File: config.mk
export PLATFORM = sky130hd
export DESIGN_NAME = tone_gen_multi
export DESIGN_NICKNAME = d
export VERILOG_FILES = /design/src/rtl/tone_gen_pkg.sv /design/src/rtl/tone_channel.sv /design/src/rtl/tone_gen_multi.sv
export SDC_FILE = /design/constraint.sdc
export NUM_CORES = 1
export LEC_CHECK = 0
export ABC_AREA = 1
export BUFFER_PORTS_ARGS = -buffer_cell sky130_fd_sc_hd__buf_4
export CORE_ASPECT_RATIO = 1.4
export CORE_MARGIN = 2
export CORE_UTILIZATION = 55
export CTS_CLUSTER_SIZE = 25
export DETAILED_ROUTE_END_ITERATION = 10
export HOLD_SLACK_MARGIN = 0.05
export PLACE_DENSITY = 0.75
export SLEW_MARGIN = 30
export SYNTH_ARGS = -nofsm -noshare
export SYNTH_HDL_FRONTEND = slang
export SYNTH_SLANG_ARGS = --single-unit
File: constraint.sdc
create_clock -name clk -period 3.79 [get_ports clk]
set_clock_uncertainty 0.2 [all_clocks]
set_input_delay 0.5685 -clock clk [delete_from_list [all_inputs] [get_ports clk]]
set_output_delay 0.5685 -clock clk [all_outputs]
set_load 0.005 [all_outputs]
File: src/rtl/tone_gen_pkg.sv
// -----------------------------------------------------------------------------
// tone_gen_pkg
// Shared definitions for the multi-channel tone generator:
//   - channel state encoding (IDLE / PLAY / RELEASE)
//   - default values for the top-level parameters
//   - signed saturation helper used by the optional mix path
// -----------------------------------------------------------------------------
package tone_gen_pkg;

    // Channel state encoding
    localparam logic [1:0] ST_IDLE    = 2'd0;
    localparam logic [1:0] ST_PLAY    = 2'd1;
    localparam logic [1:0] ST_RELEASE = 2'd2;

    // Parameter defaults
    localparam int NUM_CH_DEF    = 32'd2;
    localparam int DIV_W_DEF     = 32'd22;
    localparam int AMP_W_DEF     = 32'd16;
    localparam int REL_TICKS_DEF = 32'd1250000;

    // Clamp a signed value into the two's complement range of out_w bits.
    // The caller keeps the low out_w bits of the result.
    function automatic logic signed [63:0] sat_signed(
        input logic signed [63:0] val,
        input int unsigned        out_w
    );
        logic signed [63:0] max_v;
        logic signed [63:0] min_v;
        max_v = (64'sd1 <<< (out_w - 32'd1)) - 64'sd1;
        min_v = -max_v - 64'sd1;
        if (val > max_v) begin
            sat_signed = max_v;
        end else if (val < min_v) begin
            sat_signed = min_v;
        end else begin
            sat_signed = val;
        end
    endfunction

endpackage

File: src/rtl/tone_channel.sv
// -----------------------------------------------------------------------------
// tone_channel
// One square-wave note channel: half-period divider, IDLE/PLAY/RELEASE state
// machine with halving-decay release, glitch-free retune, registered output.
//
// Ports:
//   clk       in   system clock
//   rst_n     in   asynchronous active-low reset
//   note_div  in   [DIV_W]  toggle period minus 1; 0 = no note
//   key_on    in   key held (level)
//   amp       in   [AMP_W]  peak magnitude, clipped to 2^(AMP_W-1)-1
//   rel_tick  in   one-cycle decay strobe from the shared prescaler
//   audio     out  [AMP_W]  signed sample, 0 while idle
//   active    out  1 while in PLAY or RELEASE
// -----------------------------------------------------------------------------
module tone_channel
    import tone_gen_pkg::*;
#(
    parameter int DIV_W = DIV_W_DEF,
    parameter int AMP_W = AMP_W_DEF
) (
    input  logic             clk,
    input  logic             rst_n,
    input  logic [DIV_W-1:0] note_div,
    input  logic             key_on,
    input  logic [AMP_W-1:0] amp,
    input  logic             rel_tick,
    output logic [AMP_W-1:0] audio,
    output logic             active
);

    localparam int               LVL_W   = AMP_W - 1;
    localparam logic [LVL_W-1:0] LVL_MAX = {LVL_W{1'b1}};

    logic [1:0]       state_r;
    logic [1:0]       state_nxt_s;
    logic [DIV_W-1:0] cnt_r;
    logic [DIV_W-1:0] cnt_nxt_s;
    logic [DIV_W-1:0] div_q_r;
    logic [DIV_W-1:0] div_q_nxt_s;
    logic             sq_r;
    logic             sq_nxt_s;
    logic [LVL_W-1:0] level_r;
    logic [LVL_W-1:0] level_nxt_s;

    logic [LVL_W-1:0] amp_clip_s;
    logic             start_s;
    logic             wrap_s;
    logic             level_zero_s;
    logic [DIV_W-1:0] cnt_adv_s;
    logic             sq_adv_s;

    logic [AMP_W-1:0] mag_s;
    logic [AMP_W-1:0] audio_nxt_s;
    logic             active_nxt_s;
    logic [AMP_W-1:0] audio_r;
    logic             active_r;

    // Clip amplitude, decode key request and free-running oscillator step
    always_comb begin
        amp_clip_s   = amp[AMP_W-1] ? LVL_MAX : amp[LVL_W-1:0];
        start_s      = key_on & (note_div != {DIV_W{1'b0}});
        wrap_s       = (cnt_r == div_q_r);
        level_zero_s = (level_r == {LVL_W{1'b0}});
        cnt_adv_s    = wrap_s ? {DIV_W{1'b0}} : (cnt_r + DIV_W'(1'b1));
        sq_adv_s     = wrap_s ? ~sq_r : sq_r;
    end

    // State register
    always_ff @(posedge clk or negedge rst_n) begin
        if (!rst_n) begin
            state_r <= ST_IDLE;
        end else begin
            state_r <= state_nxt_s;
        end
    end

    // Next-state decode; a retrigger wins over a same-cycle decay
    always_comb begin
        state_nxt_s = state_r;
        case (state_r)
            ST_IDLE: begin
                if (start_s) begin
                    state_nxt_s = ST_PLAY;
                end else begin
                    state_nxt_s = ST_IDLE;
                end
            end
            ST_PLAY: begin
                if (start_s) begin
                    state_nxt_s = ST_PLAY;
                end else begin
                    state_nxt_s = ST_RELEASE;
                end
            end
            ST_RELEASE: begin
                if (start_s) begin
                    state_nxt_s = ST_PLAY;
                end else if (rel_tick && level_zero_s) begin
                    state_nxt_s = ST_IDLE;
                end else begin
                    state_nxt_s = ST_RELEASE;
                end
            end
            default: begin
                state_nxt_s = ST_IDLE;
            end
        endcase
    end

    // Divider, square and level update for the current state
    always_comb begin
        cnt_nxt_s   = cnt_r;
        sq_nxt_s    = sq_r;
        level_nxt_s = level_r;
        div_q_nxt_s = div_q_r;
        case (state_r)
            ST_IDLE: begin
                if (start_s) begin
                    div_q_nxt_s = note_div;
                    level_nxt_s = amp_clip_s;
                end else begin
                    level_nxt_s = {LVL_W{1'b0}};
                end
                cnt_nxt_s = {DIV_W{1'b0}};
                sq_nxt_s  = 1'b0;
            end
            ST_PLAY: begin
                level_nxt_s = amp_clip_s;
                // Retune restarts the half-period but keeps the square phase,
                // so a shorter divider can never be overrun by the old count.
                if (start_s && (note_div != div_q_r)) begin
                    div_q_nxt_s = note_div;
                    cnt_nxt_s   = {DIV_W{1'b0}};
                end else begin
                    cnt_nxt_s = cnt_adv_s;
                    sq_nxt_s  = sq_adv_s;
                end
            end
            ST_RELEASE: begin
                if (start_s) begin
                    div_q_nxt_s = note_div;
                    level_nxt_s = amp_clip_s;
                    cnt_nxt_s   = {DIV_W{1'b0}};
                    sq_nxt_s    = 1'b0;
                end else if (rel_tick && level_zero_s) begin
                    level_nxt_s = {LVL_W{1'b0}};
                    cnt_nxt_s   = {DIV_W{1'b0}};
                    sq_nxt_s    = 1'b0;
                end else begin
                    cnt_nxt_s   = cnt_adv_s;
                    sq_nxt_s    = sq_adv_s;
                    level_nxt_s = rel_tick ? (level_r >> 1) : level_r;
                end
            end
            default: begin
                div_q_nxt_s = {DIV_W{1'b0}};
                level_nxt_s = {LVL_W{1'b0}};
                cnt_nxt_s   = {DIV_W{1'b0}};
                sq_nxt_s    = 1'b0;
            end
        endcase
    end

    // Datapath registers
    always_ff @(posedge clk or negedge rst_n) begin
        if (!rst_n) begin
            cnt_r   <= {DIV_W{1'b0}};
            sq_r    <= 1'b0;
            level_r <= {LVL_W{1'b0}};
            div_q_r <= {DIV_W{1'b0}};
        end else begin
            cnt_r   <= cnt_nxt_s;
            sq_r    <= sq_nxt_s;
            level_r <= level_nxt_s;
            div_q_r <= div_q_nxt_s;
        end
    end

    // Output decode from the post-edge state so audio is valid on the loading edge
    always_comb begin
        mag_s        = {1'b0, level_nxt_s};
        active_nxt_s = (state_nxt_s != ST_IDLE);
        if (!active_nxt_s) begin
            audio_nxt_s = {AMP_W{1'b0}};
        end else if (sq_nxt_s) begin
            audio_nxt_s = mag_s;
        end else begin
            audio_nxt_s = ~mag_s + AMP_W'(1'b1);
        end
    end

    // Output registers
    always_ff @(posedge clk or negedge rst_n) begin
        if (!rst_n) begin
            audio_r  <= {AMP_W{1'b0}};
            active_r <= 1'b0;
        end else begin
            audio_r  <= audio_nxt_s;
            active_r <= active_nxt_s;
        end
    end

    assign audio  = audio_r;
    assign active = active_r;

endmodule

File: src/rtl/tone_gen_multi.sv
// -----------------------------------------------------------------------------
// tone_gen_multi
// N-channel square-wave note generator. Each channel is an independent
// tone_channel; only the release-decay prescaler is shared.
//
// Build option: define TONE_MIX_EN to add audio_mix, the registered and
// saturated sum of all channel samples (one cycle after audio).
//
// Ports:
//   clk        in   system clock
//   rst_n      in   asynchronous active-low reset
//   note_div   in   [NUM_CH*DIV_W]  per-channel toggle period minus 1 (0 = off)
//   key_on     in   [NUM_CH]        key held per channel
//   amp        in   [AMP_W]         shared peak magnitude
//   audio      out  [NUM_CH*AMP_W]  signed sample per channel
//   ch_active  out  [NUM_CH]        channel in PLAY or RELEASE
//   audio_mix  out  [AMP_W]         saturated mix (TONE_MIX_EN only)
// -----------------------------------------------------------------------------
module tone_gen_multi
    import tone_gen_pkg::*;
#(
    parameter int NUM_CH    = NUM_CH_DEF,
    parameter int DIV_W     = DIV_W_DEF,
    parameter int AMP_W     = AMP_W_DEF,
    parameter int REL_TICKS = REL_TICKS_DEF
) (
    input  logic                    clk,
    input  logic                    rst_n,
    input  logic [NUM_CH*DIV_W-1:0] note_div,
    input  logic [NUM_CH-1:0]       key_on,
    input  logic [AMP_W-1:0]        amp,
    output logic [NUM_CH*AMP_W-1:0] audio,
    output logic [NUM_CH-1:0]       ch_active
`ifdef TONE_MIX_EN
    ,
    output logic [AMP_W-1:0]        audio_mix
`endif
);

    localparam int               PRE_W    = $clog2(REL_TICKS);
    localparam logic [PRE_W-1:0] PRE_LAST = PRE_W'(REL_TICKS - 32'sd1);

    logic [PRE_W-1:0] pre_cnt_r;
    logic             rel_tick_s;

    // Decay strobe on the last prescaler count
    always_comb begin
        rel_tick_s = (pre_cnt_r == PRE_LAST);
    end

    // Free-running release prescaler shared by all channels
    always_ff @(posedge clk or negedge rst_n) begin
        if (!rst_n) begin
            pre_cnt_r <= {PRE_W{1'b0}};
        end else if (rel_tick_s) begin
            pre_cnt_r <= {PRE_W{1'b0}};
        end else begin
            pre_cnt_r <= pre_cnt_r + PRE_W'(1'b1);
        end
    end

    for (genvar gi = 0; gi < NUM_CH; gi++) begin : g_ch
        tone_channel #(
            .DIV_W (DIV_W),
            .AMP_W (AMP_W)
        ) u_ch (
            .clk      (clk),
            .rst_n    (rst_n),
            .note_div (note_div[gi*DIV_W +: DIV_W]),
            .key_on   (key_on[gi]),
            .amp      (amp),
            .rel_tick (rel_tick_s),
            .audio    (audio[gi*AMP_W +: AMP_W]),
            .active   (ch_active[gi])
        );
    end

`ifdef TONE_MIX_EN
    localparam int SUM_W = AMP_W + $clog2(NUM_CH);

    logic signed [SUM_W-1:0] sum_s;
    logic [AMP_W-1:0]        mix_nxt_s;
    logic [AMP_W-1:0]        audio_mix_r;

    // Sign-extended sum of the registered channel samples, then clamp
    always_comb begin
        sum_s = {SUM_W{1'b0}};
        for (int i = 0; i < NUM_CH; i++) begin
            sum_s = sum_s + SUM_W'($signed(audio[i*AMP_W +: AMP_W]));
        end
        mix_nxt_s = AMP_W'(sat_signed(64'(sum_s), AMP_W));
    end

    // Mix output register
    always_ff @(posedge clk or negedge rst_n) begin
        if (!rst_n) begin
            audio_mix_r <= {AMP_W{1'b0}};
        end else begin
            audio_mix_r <= mix_nxt_s;
        end
    end

    assign audio_mix = audio_mix_r;
`endif

endmodule

# [Word-level counts from Yosys, hierarchy flattened]
# Index checks and enable logic that the tools add are counted.
[op_classes] add_sub_neg=5 n_eq_ne=13 n_mux=52 n_bitwise=6 reduce_logical=16
[op_table] cell="two-way mux 22 bit" n=12
[op_table] cell="case mux 22 bit (2 select lines)" n=4
[op_table] cell="two-way mux 15 bit" n=9
[op_table] cell="case mux 15 bit (3 select lines)" n=2
[op_table] cell="two-way mux 16 bit" n=4
[op_table] cell="adder 22 x 1 -> 22 bit (second input constant)" n=2
[op_table] cell="equality test 22 bit" n=2
[op_table] cell="inequality test 22 bit" n=2
[op_table] cell="nonzero test 22 bit" n=2
[op_table] cell="adder 16 x 1 -> 16 bit (second input constant)" n=2
[op_table] cell="inverter 15 -> 16 bit" n=2
[op_table] cell="zero test 15 bit" n=2
[op_table] cell="adder 21 x 1 -> 21 bit (second input constant)" n=1
[op_table] cell="equality test 21 bit (second input constant)" n=1
[op_table] cell="two-way mux 21 bit" n=1
[op_table] cell="two-way mux 2 bit" n=6
[op_table] cell="case mux 2 bit (3 select lines)" n=2
[op_table] cell="two-way mux 1 bit" n=10
[op_table] cell="inequality test 2 x 1 -> 1 bit (second input constant)" n=4
[op_table] cell="equality test 2 x 1 -> 1 bit (second input constant)" n=2
[op_table] cell="equality test 2 bit (second input constant)" n=2
[op_table] cell="logical AND 1 bit" n=4
[op_table] cell="zero test 2 bit" n=2
[op_table] cell="case mux 1 bit (2 select lines)" n=2
[op_table] cell="other kinds (5)" n=10
[word_totals] regBits=179 in_bits=64 out_inout_bits=34 word_cells=107

# [Longest topological paths before layout]
# Gate-level depths: netlist of run 1.
[depth] ltp_word=9 depth_mapped=20 depth_no_buf=19

# [Cells and area by module]
# A second synthesis of run 1 with hierarchy kept.
[hier_totals] hier_cells=1485 hier_area_um2=11025.6
[modules_own_cells] module="tone_channel" n_inst=2 cells_per_inst=666 area_each_um2=4911.0 seq_area_each_um2=1976.9
[modules_own_cells] module="tone_gen_multi" n_inst=1 cells_per_inst=153 area_each_um2=1203.7 seq_area_each_um2=525.5

# [Worst setup path before layout of run 1]
# No wires, ideal clock.
[synth_path] path_kind="reg2reg" startpoint="register pre_cnt_r[0]" endpoint="register g_ch[1].u_ch.audio_r[8]" setup_time_ns=0.117 t_arrival_ns=2.343 required_time_ns=3.473 slack_ns=1.130 stages_incl_launch_ff=17 n_path_buf=1 synth_period_minus_slack_ns=2.660 path_cell_list="dfrtp_1 > ha_1 > nand3_2 > nor2_4 > nand3_4 > inv_4 > nand3_4 > buf_6 > nand3_1 > nand2_1 > nand2_1 > ha_1 > nand3_2 > o21ai_4 > nand2_2 > o21ai_1 > nor2_1"
[synth_via] elab_chain_len=9 elab_cells_between_ends=17 cone_classes="1 x add/sub; 1 x eq/ne; 12 x mux; 1 x bitwise; 2 x reduce/logical"
[synth_rtl] item="from (decl)" line="tone_gen_multi.sv:43" source="logic [PRE_W-1:0] pre_cnt_r;"
[synth_rtl] item="from (signal assigned)" line="tone_gen_multi.sv:54" source="pre_cnt_r <= {PRE_W{1'b0}};"
[synth_rtl] item="from (signal assigned)" line="tone_gen_multi.sv:56" source="pre_cnt_r <= {PRE_W{1'b0}};"
[synth_rtl] item="from (signal assigned)" line="tone_gen_multi.sv:58" source="pre_cnt_r <= pre_cnt_r + PRE_W'(1'b1);"
[synth_rtl] item="equality test 21 bit *" line="tone_gen_multi.sv:48" source="rel_tick_s = (pre_cnt_r == PRE_LAST);"
[synth_rtl] item="two-way mux 15 bit / logical AND 1 bit (equally long branches)" line="tone_channel.sv:153, tone_channel.sv:99, tone_channel.sv:146"
[synth_rtl] item="two-way mux 15 bit" line="tone_channel.sv:146" source="end else if (rel_tick && level_zero_s) begin"
[synth_rtl] item="two-way mux 15 bit" line="tone_channel.sv:141" source="if (start_s) begin"
[synth_rtl] item="case mux 15 bit (3 select lines)" line="tone_channel.sv:117" source="case (state_r)"
[synth_rtl] item="inverter 15 -> 16 bit" line="tone_channel.sv:189" source="audio_nxt_s = ~mag_s + AMP_W'(1'b1);"
[synth_rtl] item="adder 16 x 1 -> 16 bit" line="tone_channel.sv:189"
[synth_rtl] item="two-way mux 16 bit" line="tone_channel.sv:186" source="end else if (sq_nxt_s) begin"
[synth_rtl] item="two-way mux 16 bit *" line="tone_channel.sv:184" source="if (!active_nxt_s) begin"
[synth_rtl] item="net g_ch[1].u_ch.audio_nxt_s[8]" line="tone_channel.sv:54" source="logic [AMP_W-1:0] audio_nxt_s;"
[synth_rtl] item="to (signal assigned)" line="tone_channel.sv:196" source="audio_r <= {AMP_W{1'b0}};"
[synth_rtl] item="to (signal assigned)" line="tone_channel.sv:199" source="audio_r <= audio_nxt_s;"
[synth_rtl] item="to (decl)" line="tone_channel.sv:56" source="logic [AMP_W-1:0] audio_r;"
# Mark *: on every way through the listed nets, which the timed path passes. The rest lies on a longest branch.
# A chain may end at the register's enable or synchronous reset.

# [Worst setup path after layout of run 1]
[layout_path] startpoint="register pre_cnt_r[0]" endpoint="register g_ch[0].u_ch.audio_r[6]"
[layout_via] elab_chain_len=9 elab_cells_between_ends=17 cone_classes="1 x add/sub; 1 x eq/ne; 12 x mux; 1 x bitwise; 2 x reduce/logical"
[layout_rtl] item="equality test 21 bit *" line="tone_gen_multi.sv:48"
[layout_rtl] item="two-way mux 15 bit / logical AND 1 bit (equally long branches)" line="tone_channel.sv:153, tone_channel.sv:99, tone_channel.sv:146"
[layout_rtl] item="two-way mux 15 bit" line="tone_channel.sv:146"
[layout_rtl] item="two-way mux 15 bit" line="tone_channel.sv:141"
[layout_rtl] item="case mux 15 bit (3 select lines)" line="tone_channel.sv:117"
[layout_rtl] item="inverter 15 -> 16 bit" line="tone_channel.sv:189"
[layout_rtl] item="adder 16 x 1 -> 16 bit" line="tone_channel.sv:189"
[layout_rtl] item="two-way mux 16 bit" line="tone_channel.sv:186"
[layout_rtl] item="two-way mux 16 bit *" line="tone_channel.sv:184"
[layout_rtl] item="net g_ch[0].u_ch.audio_nxt_s[6]" line="tone_channel.sv:54"
[layout_rtl] item="to (signal assigned)" line="tone_channel.sv:196"
[layout_rtl] item="to (signal assigned)" line="tone_channel.sv:199"
[layout_rtl] item="to (decl)" line="tone_channel.sv:56"
# Marks and branches as above.

==> metrics.cfg, run 1 <==
[floorplan]
num_io_pins = 98
die_y_um = 168
dieArea_mm2 = 0.0204
row_count = 60
die_x_um = 121
core_area_mm2 = 0.0191
start_util_pct = 55.6

[clock_network]
cts_inserted_buffers = 17
cts-root-buf = clkbuf_16
htree_levels = 4
cts_tree = yes
clk_latency_ns = 0.45
post_cts_buffers = 0
cts_sinks = 179
clk_pin_slew_ns = 0.08
cts.repair.resized = 0
clk_path_buf_depth = 2

[synth]
synth_warnings = 0
synth_cells = 1437
syn-num-nets = 1514
syn_avg_cell_area_um2 = 7.37
synth_edf_count = 0
synth_area_leaders = dfrtp_1 42%, nand2_1 10%, nand3_1 7.6%
ys_async_sr_fraction_pct = 100
synth_cell_types = 44
syn-cell-area_mm2 = 0.0106
yosysSeqAreaShare_pct = 42.3
yosys.area.top_type_share_pct = 42.3
yosys.area.top_type = dfrtp_1
ys_ff_latch = 179
ys.flop_type = dfrtp_1

[detailed_routing]
vias = 9518
wl_met1_mm = 11.0
met3WireLength_mm = 1.08
wl_mm = 25.8
dr.pass1.iters = 6
wl_per_cell_um = 14.5
final_antenna_net_count = 0
top_layer_used = met4
drc = 0
drt_iter0_markers = 678
routed_via_density = 5.33
dr_wl_met2_mm = 13.1

[job]
drv_cap = 0

[power]
total_power_uw = 8660
power_density_mw_per_mm2 = 710
p_leak_uw = 0.00608
irDropWorstVdd_mv = 0.406

[cells_and_area]
nFillCells = 1694
final_nets = 1601
area_delta_synth_final_pct = 15.2
drive_above_1_share_pct = 12.4
insertedDiodeCount = 0
mostFrequentLayoutCells = 287 x nand2_1, 199 x inv_1, 195 x nor2_1, 179 x dfrtp_1, 161 x nand3_1
seq_area_mm2 = 0.00448
multiInputGateArea_mm2 = 0.00512
final_common_cell = nand2_1

[setup_path]
timing.rr.end = g_ch[0].u_ch.audio[6]
setup.worst_path.start = pre_cnt_r[0]
critPathLaunchType = flop
worstRegToRegCells = 15
required_ns = 3.91
r2r_setup_slack_ns = 0.63
crit_fanout = 23
rr_startpoint = pre_cnt_r[0]
end_kind = flop
worstSetupPathType = flop to flop
worstPathArrival_ns = 3.28

[timing]
tns_ns = 0
drv_slew = 0
period_minus_slack_ns = 3.16
rsz0062_at_grt = no
relSlewSlack_pct = 56.9
min_period_over_period_pct = 83.3
finalSetupViolCount = 0
worst_pin_slew_ns = 0.646
final_hold_viol_count = 0
max_freq_ghz = 0.317

[placement]
dp_hpwl_mm = 18.9
io_buffers = 97
place.gp.congestion = 0.920

[global_routing]
grt_pass1_vias = 9373
grt_pass1_wl_mm = 43.2
grt.total_usage_pct = 26.1
grt_max_degree = 93
grt_overflow_total = 0
antenna_found_initial = 0

[hold_path]
hp-start = note_div[15]
hold_path_end = g_ch[0].u_ch.div_q_r[15]
hold_class = primary input to flop
hold_path_depth = 3

[outcome]
status = finished clean

-- sequential cells by signal (all words and copies together), names as in the netlist --
name / flops
g_ch.u_ch.active: 2
g_ch.u_ch.audio: 32
g_ch.u_ch.cnt_r: 44
g_ch.u_ch.div_q_r: 44
g_ch.u_ch.level_r: 30
g_ch.u_ch.sq_r: 2
g_ch.u_ch.state_r: 4
pre_cnt_r: 21
-- worst max-delay path by stage --
stage | cells past startpoint | endpoint | slack [ns]
6_report | 15 | g_ch[0].u_ch.audio[6] | 0.63
2_1_floorplan | 16 | g_ch[1].u_ch.audio[8] | 1.13
3_5_place_dp | 17 | g_ch[1].u_ch.audio[14] | 0.41
4_1_cts | 15 | g_ch[0].u_ch.audio[6] | 0.65
5_1_grt | 18 | g_ch[0].u_ch.audio[14] | 0.39
3_3_place_gp | 15 | g_ch[0].u_ch.audio[5] | 0.57
-- layout make-up --
| class | count | area share, % |
|---|---|---|
| Sequential cell | 179 | 36.7 |
| Clock buffer | 18 | 3.52 |
| Timing Repair Buffer | 110 | 6.92 |
| Clock inverter | 14 | 1.82 |
| Tap cell | 248 | 2.54 |
| Inverter | 213 | 6.57 |
| Multi-Input combinational cell | 1003 | 41.9 |
-- critical path: stages, from the launching register on --
cell and delay, ns:
dfrtp_1 0.38, ha_1 0.21, nand3_2 0.20, nor2_4 0.28, nand3_4 0.26, inv_2 0.25, nand2_1 0.09, a21oi_1 0.21
a21oi_2 0.12, ha_1 0.22, inv_1 0.08, a21oi_1 0.04, nand3_1 0.11, nand2_1 0.13, o21ai_0 0.20, a21oi_1 0.06
-- stage by stage --
stage / cell area, µm² / hold slack [ns] / instances / util [%] / setup WS (ns)
2_1_floorplan: 10600 / 0.0729 / 1437 / - / 1.13
6_report: 12200 / 0.178 / 1785 / 64.0 / 0.633
3_3_place_gp: 11500 / 0.303 / 1752 / 60.5 / 0.574
5_1_grt: 12200 / 0.187 / 1785 / 64.0 / 0.391
4_1_cts: 12200 / 0.171 / 1785 / 64.0 / 0.645
3_5_place_dp: 11500 / 0.300 / 1752 / 60.5 / 0.408
-- power breakdown --
part | switching [µW] | total [µW] | internal [µW]
Sequential | 437 | 2950 | 2510
Clock | 808 | 1990 | 1180
Combinational | 2330 | 3720 | 1390
-- metal layers --
| metal | track usage (%) | up-vias |
|---|---|---|
| li1 | - | 4718 |
| met1 | 32.2 | 4473 |
| met4 | 10.7 | 0 |
| met2 | 45.4 | 268 |
| met5 | 0 | - |
| met3 | 4.10 | 59 |
-- cells by family after synthesis --
family / count (synthesis) / share of synthesized area, %
AND/OR/NAND/NOR: 761 / 32.1
buffers and inverters: 255 / 9.43
flip-flops: 179 / 42.3
AO/OA/AOI/OAI: 136 / 6.99
XOR/XNOR: 93 / 7.69
adder cells (fa/ha/maj): 13 / 1.54
-- cells in the mapped netlist, types with 2 or more instances --
master / count
nand2_1: 287
inv_1: 199
nor2_1: 195
dfrtp_1: 179
nand3_1: 161
o21ai_0: 61
xnor2_1: 48
xor2_1: 45
a21oi_1: 36
nor3_1: 35
nand4_1: 34
clkbuf_1: 27
o21ai_1: 19
ha_1: 13
or2_2: 12
inv_2: 10
buf_2: 7
nor3b_1: 7
nand2_2: 6
nand3_2: 5
nor2_2: 5
a211oi_1: 4
nor2_4: 4
a31oi_1: 3
buf_1: 3
buf_6: 3
clkinv_1: 3
nand3_4: 3
nand3b_1: 3
o21a_1: 3
buf_4: 2
nor4_1: 2
o22ai_1: 2
-- timing repair --
action,4_1_cts,5_1_grt
hold buffers,1,0
endpoints found under the hold margin,44,0
setup endpoints to repair,0,0
No activity file was read; power rests on OpenSTA's default activity.
==> run 2: changes to the inputs <==
--- a/config.mk
+++ b/config.mk
@@ -13,7 +13,7 @@
 export CTS_CLUSTER_SIZE = 25
 export DETAILED_ROUTE_END_ITERATION = 10
 export HOLD_SLACK_MARGIN = 0.05
-export PLACE_DENSITY = 0.75
+export PLACE_DENSITY = 0.78
 export SLEW_MARGIN = 30
 export SYNTH_ARGS = -nofsm -noshare
 export SYNTH_HDL_FRONTEND = slang
==> constraint.sdc (replaced) <==
create_clock -name clk -period 2.69 [get_ports clk]
set_clock_uncertainty 0.2 [all_clocks]
set_input_delay 0.4035 -clock clk [delete_from_list [all_inputs] [get_ports clk]]
set_output_delay 0.4035 -clock clk [all_outputs]
set_load 0.005 [all_outputs]
==> run 2 against run 1 <==
Effect of this change: cell area increased by 12%; core utilization increased by 7.4 points; critical path depth grew 3; global-route usage increased by 2.0 points; sequential power is 42% higher; largest power group unchanged; cell count up 7.9%; clock-buffer cell count rose by 2.
==> metrics.cfg, run 2 (synthesis gave the netlist of run 1 again) <==
[outcome]
status = finished clean

[power]
pwr-share-comb_pct = 48.8
swShare_pct = 41.4
power_switching_uw = 5470
p_int_uw = 7750
power_frac_seq_pct = 31.7
p_leak_uw = 0.00680
power_density_mw_per_mm2 = 970
irDropWorstVdd_mv = 0.698
clock_power_share_pct = 19.5

[setup_path]
worstPathBufferInverterCount = 4
crit_path_frequent_cell = nand2_1
crit_fanout = 6
setup.worst_path.start = pre_cnt_r[18]
crit_cells = 18
worstSetupPathType = flop to flop
end_kind = flop
crit_family = simple AND/OR/NAND/NOR gates
required_ns = 2.86
r2r_setup_slack_ns = 0.15
critPathLaunchType = flop
worstRegToRegCells = 18
crit_chain = nor2_2 -> nand2_1 -> nor2_4 -> nand3_4 -> inv_6 -> nand2_1 -> nand3_2 -> inv_2 -> a21oi_2 -> ha_2 -> inv_1 -> a21oi_2 -> nand3_2 -> nand2_4 -> nand3_1 -> nand2_1 -> inv_1 -> nor2_1
timing.rr.end = g_ch[0].u_ch.audio[14]
worstPathArrival_ns = 2.71
rr_startpoint = pre_cnt_r[18]
endpoint = g_ch[0].u_ch.audio[14]
critPathMaxStageDelay_ns = 0.42
cp_slowest_cell = dfrtp_1

[floorplan]
row_count = 60
core_area_mm2 = 0.0191
die_y_um = 168
die_x_um = 121
start_util_pct = 55.6
num_io_pins = 98
dieArea_mm2 = 0.0204

[global_routing]
grt_max_degree = 50
grt_overflow_total = 0
grt_pass1_wl_mm = 46.1
grt_pass1_vias = 9971
antenna_found_initial = 0
grt.total_usage_pct = 28.1

[clock_network]
cts_inserted_buffers = 17
htree_levels = 4
cts-root-buf = clkbuf_16
cts_sinks = 179
clk_pin_slew_ns = 0.08
cts_tree = yes
clk_latency_ns = 0.44
clk_path_buf_depth = 2

[hold_path]
hp-start = note_div[23]
hold_class = primary input to flop

[detailed_routing]
drc = 0
wl_per_cell_um = 14.8
final_antenna_net_count = 0
vias = 10300
wl_mm = 28.5
dr.pass1.iters = 8
routed_via_density = 5.35
drt_iter0_markers = 612

[timing]
max_freq_ghz = 0.393
drv_slew = 0
relSlewSlack_pct = 65.2
whs_ns = 0.111
worst_pin_slew_ns = 0.523
final.setup.worst_slack_ns = 0.148
final_hold_viol_count = 0
period_minus_slack_ns = 2.54
finalSetupViolCount = 0
rsz0062_at_grt = yes
min_period_over_period_pct = 94.5

[cells_and_area]
drive_above_1_share_pct = 20.9
stdcell_area_mm2 = 0.0136
area_delta_synth_final_pct = 28.6
mostFrequentLayoutCells = 272 x nand2_1, 209 x buf_4, 198 x inv_1, 180 x nor2_1, 178 x dfrtp_1
insertedDiodeCount = 0
final_nets = 1742
finalNonFillerCells = 1926
final_common_cell = nand2_1

[job]
drv_cap = 0

[placement]
pre_cts_slack_ns = -0.112
placed_area_mm2 = 0.0124
dp_hpwl_mm = 20.5
io_buffers = 97
dp_cells = 1855
place.gp.congestion = 0.927

run 2: per-layer routing:
layer | wire (µm) | up-vias | GRT usage [%]
met1 | 11700 | 4911 | 34.8
met2 | 14800 | 303 | 50.4
met5 | 0 | - | 0
met3 | 1230 | 57 | 3.93
li1 | - | 5026 | -
met4 | 703 | 0 | 8.75
run 2: cell type report:
class,count,area [µm²]
inverter,213,807
clock buffer,20,457
clock inverter,12,145
multi-input combinational,1004,5340
sequential,179,4480
tap,248,310
fill,1493,5450
timing repair buffer,250,2080
run 2: how the worst min path moves through the flow:
stage	end	slack, ns	cells past startpoint
6_report	g_ch[1].u_ch.div_q_r[1]	0.11	4
5_1_grt	g_ch[0].u_ch.div_q_r[7]	0.12	4
4_1_cts	g_ch[1].u_ch.div_q_r[1]	0.11	4
3_5_place_dp	g_ch[1].u_ch.div_q_r[1]	0.20	1
3_3_place_gp	g_ch[1].u_ch.div_q_r[1]	0.20	1
2_1_floorplan	g_ch[0].u_ch.active	-0.09	0
run 2: worst reg2reg max path, stage by stage, from the launching register on:
cell and delay, ns:
dfrtp_1 0.42, nor2_2 0.14, nand2_1 0.11, nor2_4 0.16, nand3_4 0.12, inv_6 0.11
nand2_1 0.08, nand3_2 0.08, inv_2 0.04, a21oi_2 0.15, ha_2 0.21, inv_1 0.07
a21oi_2 0.12, nand3_2 0.10, nand2_4 0.11, nand3_1 0.07, nand2_1 0.06, inv_1 0.03
nor2_1 0.09
run 2: timing repair:
action / 4_1_cts / 5_1_grt
endpoints found under the hold margin: 70 / 0
resized for setup: 5 / 63
buffers inserted: 1 / 10
cloned: 1 / 0
hold buffers: 27 / 0
pin swaps: 3 / 20
endpoints found under the setup margin: 16 / 35
run 2: through the flow:
stage	util, %	setup TNS, ns	total power, µW
after floorplan	-	0	7800
after global routing	71.4	-0.270	14200
after CTS	69.9	0	12900
after detailed placement	65.1	-0.984	10200
after global placement	65.1	-0.439	10000
final	71.4	0	13200
run 2: power groups by stage:
stage / combinational (µW) / clock, µW / sequential [µW]
finish: 6440 / 2580 / 4190
global route: 7230 / 2700 / 4280
CTS: 6130 / 2600 / 4180
detailed placement: 5970 / 0 / 4210
global placement: 5820 / 0 / 4210
floorplan: 3740 / 0 / 4060
==> run 3: changes to the inputs <==
--- a/config.mk
+++ b/config.mk
@@ -13,7 +13,7 @@
 export CTS_CLUSTER_SIZE = 25
 export DETAILED_ROUTE_END_ITERATION = 10
 export HOLD_SLACK_MARGIN = 0.05
-export PLACE_DENSITY = 0.78
+export PLACE_DENSITY = 0.75
 export SLEW_MARGIN = 30
 export SYNTH_ARGS = -nofsm -noshare
 export SYNTH_HDL_FRONTEND = slang
==> constraint.sdc (replaced) <==
create_clock -name clk -period 2.75 [get_ports clk]
set_clock_uncertainty 0.2 [all_clocks]
set_input_delay 0.4125 -clock clk [delete_from_list [all_inputs] [get_ports clk]]
set_output_delay 0.4125 -clock clk [all_outputs]
set_load 0.005 [all_outputs]
==> run 3 against run 2 <==
Effect of this change: largest cell class unchanged; combinational power decreased by 5.0%; worst setup slack got worse by 0.059 ns; sequential power is 2% lower; cell count decreased by 1.2%; hold slack got worse by 0.036 ns; clock power down 3%.
==> metrics.cfg, run 3 (synthesis gave the netlist of run 1 again) <==
[floorplan]
row_count = 60
die_y_um = 168
die_x_um = 121
core_area_mm2 = 0.0191
num_io_pins = 98
dieArea_mm2 = 0.0204
start_util_pct = 55.6

[global_routing]
grt.total_usage_pct = 27.2
grt_pass1_vias = 9699
grt_overflow_total = 0
grt_max_degree = 59
grt_pass1_wl_mm = 44.8
antenna_found_initial = 0

[setup_path]
critPathLaunchType = flop
worstPathArrival_ns = 2.78
worstRegToRegCells = 15
cp_slowest_cell = dfrtp_1
end_kind = flop
worstSetupPathType = flop to flop
required_ns = 2.87
critPathMaxStageDelay_ns = 0.41
rr_startpoint = pre_cnt_r[0]
crit_chain = ha_4 -> nand3_4 -> nor2_4 -> nand3_4 -> inv_4 -> nand2_2 -> nand3_2 -> inv_2 -> a21oi_4 -> ha_2 -> buf_4 -> nand2_1 -> o21ai_0 -> a21oi_1 -> o21a_1
timing.rr.end = g_ch[0].u_ch.audio[4]
crit_path_frequent_cell = nand3_4
r2r_setup_slack_ns = 0.09
crit_fanout = 5

[clock_network]
cts-root-buf = clkbuf_16
clk_pin_slew_ns = 0.07
clk_path_buf_depth = 2
htree_levels = 4
cts_inserted_buffers = 17
cts_sinks = 179
clk_latency_ns = 0.44
cts_tree = yes

[placement]
placed_area_mm2 = 0.0122
dp_hpwl_mm = 19.7
io_buffers = 97
place.gp.congestion = 0.909
dp_cells = 1830

[timing]
whs_ns = 0.0747
worst_pin_slew_ns = 0.495
min_period_over_period_pct = 96.8
final_hold_viol_count = 0
relSlewSlack_pct = 67.0
drv_slew = 0
finalSetupViolCount = 0
rsz0062_at_grt = yes
max_freq_ghz = 0.376
period_minus_slack_ns = 2.66

[cells_and_area]
post-route-util_pct = 70.5
final_common_cell = nand2_1
mostFrequentLayoutCells = 273 x nand2_1, 199 x inv_1, 183 x nor2_1, 183 x buf_4, 176 x dfrtp_1
final_nets = 1720
finalNonFillerCells = 1903
drive_above_1_share_pct = 19.3
insertedDiodeCount = 0
area_delta_synth_final_pct = 27.0
stdcell_area_mm2 = 0.0134

[power]
p_leak_uw = 0.00668
total_power_uw = 12700
power_density_mw_per_mm2 = 946
irDropWorstVdd_mv = 0.632

[detailed_routing]
wl_per_cell_um = 14.4
drt_iter0_markers = 765
vias = 10100
routed_via_density = 5.31
wl_mm = 27.3
final_antenna_net_count = 0
drc = 0
dr.pass1.iters = 5

[hold_path]
hp-start = note_div[4]
hold_path_end = g_ch[0].u_ch.div_q_r[4]
hold_class = primary input to flop
hold_path_depth = 3

[job]
drv_cap = 0

[outcome]
status = finished clean

run 3: changes by cell type in the layout (fill, tap and decap cells not counted), moves of 3 or more:
| cell | previous run | this run |
|---|---|---|
| buf_4 | 209 | 183 |
| dlygate4sd3_1 | 27 | 31 |
| nand3_1 | 155 | 158 |
| nor2_1 | 180 | 183 |
run 3: worst max path at each step:
stage               slack (ns)  cells after the start                endpoint          from
global placement         -0.14                     15   g_ch[1].u_ch.audio[8]  note_div[25]
global route             -0.05                     16  g_ch[1].u_ch.audio[11]  pre_cnt_r[0]
detailed placement       -0.15                     15   g_ch[1].u_ch.audio[8]  note_div[25]
finish                    0.09                     15   g_ch[0].u_ch.audio[4]  pre_cnt_r[0]
floorplan                 0.09                     16   g_ch[1].u_ch.audio[8]  pre_cnt_r[0]
CTS                       0.02                     18  g_ch[0].u_ch.audio[14]  pre_cnt_r[0]
run 3: power by group:
part / switching (µW) / leakage, µW / internal (µW)
sequential: 625 / 0.00228 / 3460
combinational: 3540 / 0.00411 / 2580
clock: 1070 / 0.000294 / 1440
run 3: layer usage:
metal | GRT usage, % | share of wire [%] | vias to the layer above
met4 | 9.00 | 2.2 | 0
met3 | 3.86 | 4.0 | 59
met2 | 49.5 | 53 | 298
met5 | 0 | 0 | -
li1 | - | - | 4980
met1 | 32.6 | 41 | 4760
run 3: metrics by stage:
| step | worst slack (ns) | TNS, ns |
|---|---|---|
| 6_report | 0.0890 | 0 |
| 5_1_grt | -0.0454 | -0.227 |
| 4_1_cts | 0.0180 | 0 |
| 3_5_place_dp | -0.146 | -1.33 |
| 3_3_place_gp | -0.139 | -0.741 |
| 2_1_floorplan | 0.0898 | 0 |
run 3: timing repair:
action | CTS | global route
gates resized for setup | 1 | 57
hold buffers | 31 | 0
gates cloned | 0 | 2
pin swaps | 1 | 17
endpoints found under the hold margin | 78 | 0
endpoints found under the setup margin | 5 | 34
buffers inserted | 1 | 9
run 3: critical path: cells and delay by family (launching register included):
family                     cells  cell delay [ns]
and+or+nand+nor                6             0.68
AOI/OAI and AO/OA              4             0.62
DFF                            1             0.41
adders and majority gates      2             0.36
buffers and inverters          3             0.28
run 3: cell type report:
cell class                      instances  area (µm²)
Multi-Input combinational cell       1004        5310
Clock inverter                         13         171
Timing Repair Buffer                  228        1950
Clock buffer                           18         429
Inverter                              213         802
Sequential cell                       179        4480
Tap cell                              248         310
Fill cell                            1538        5620
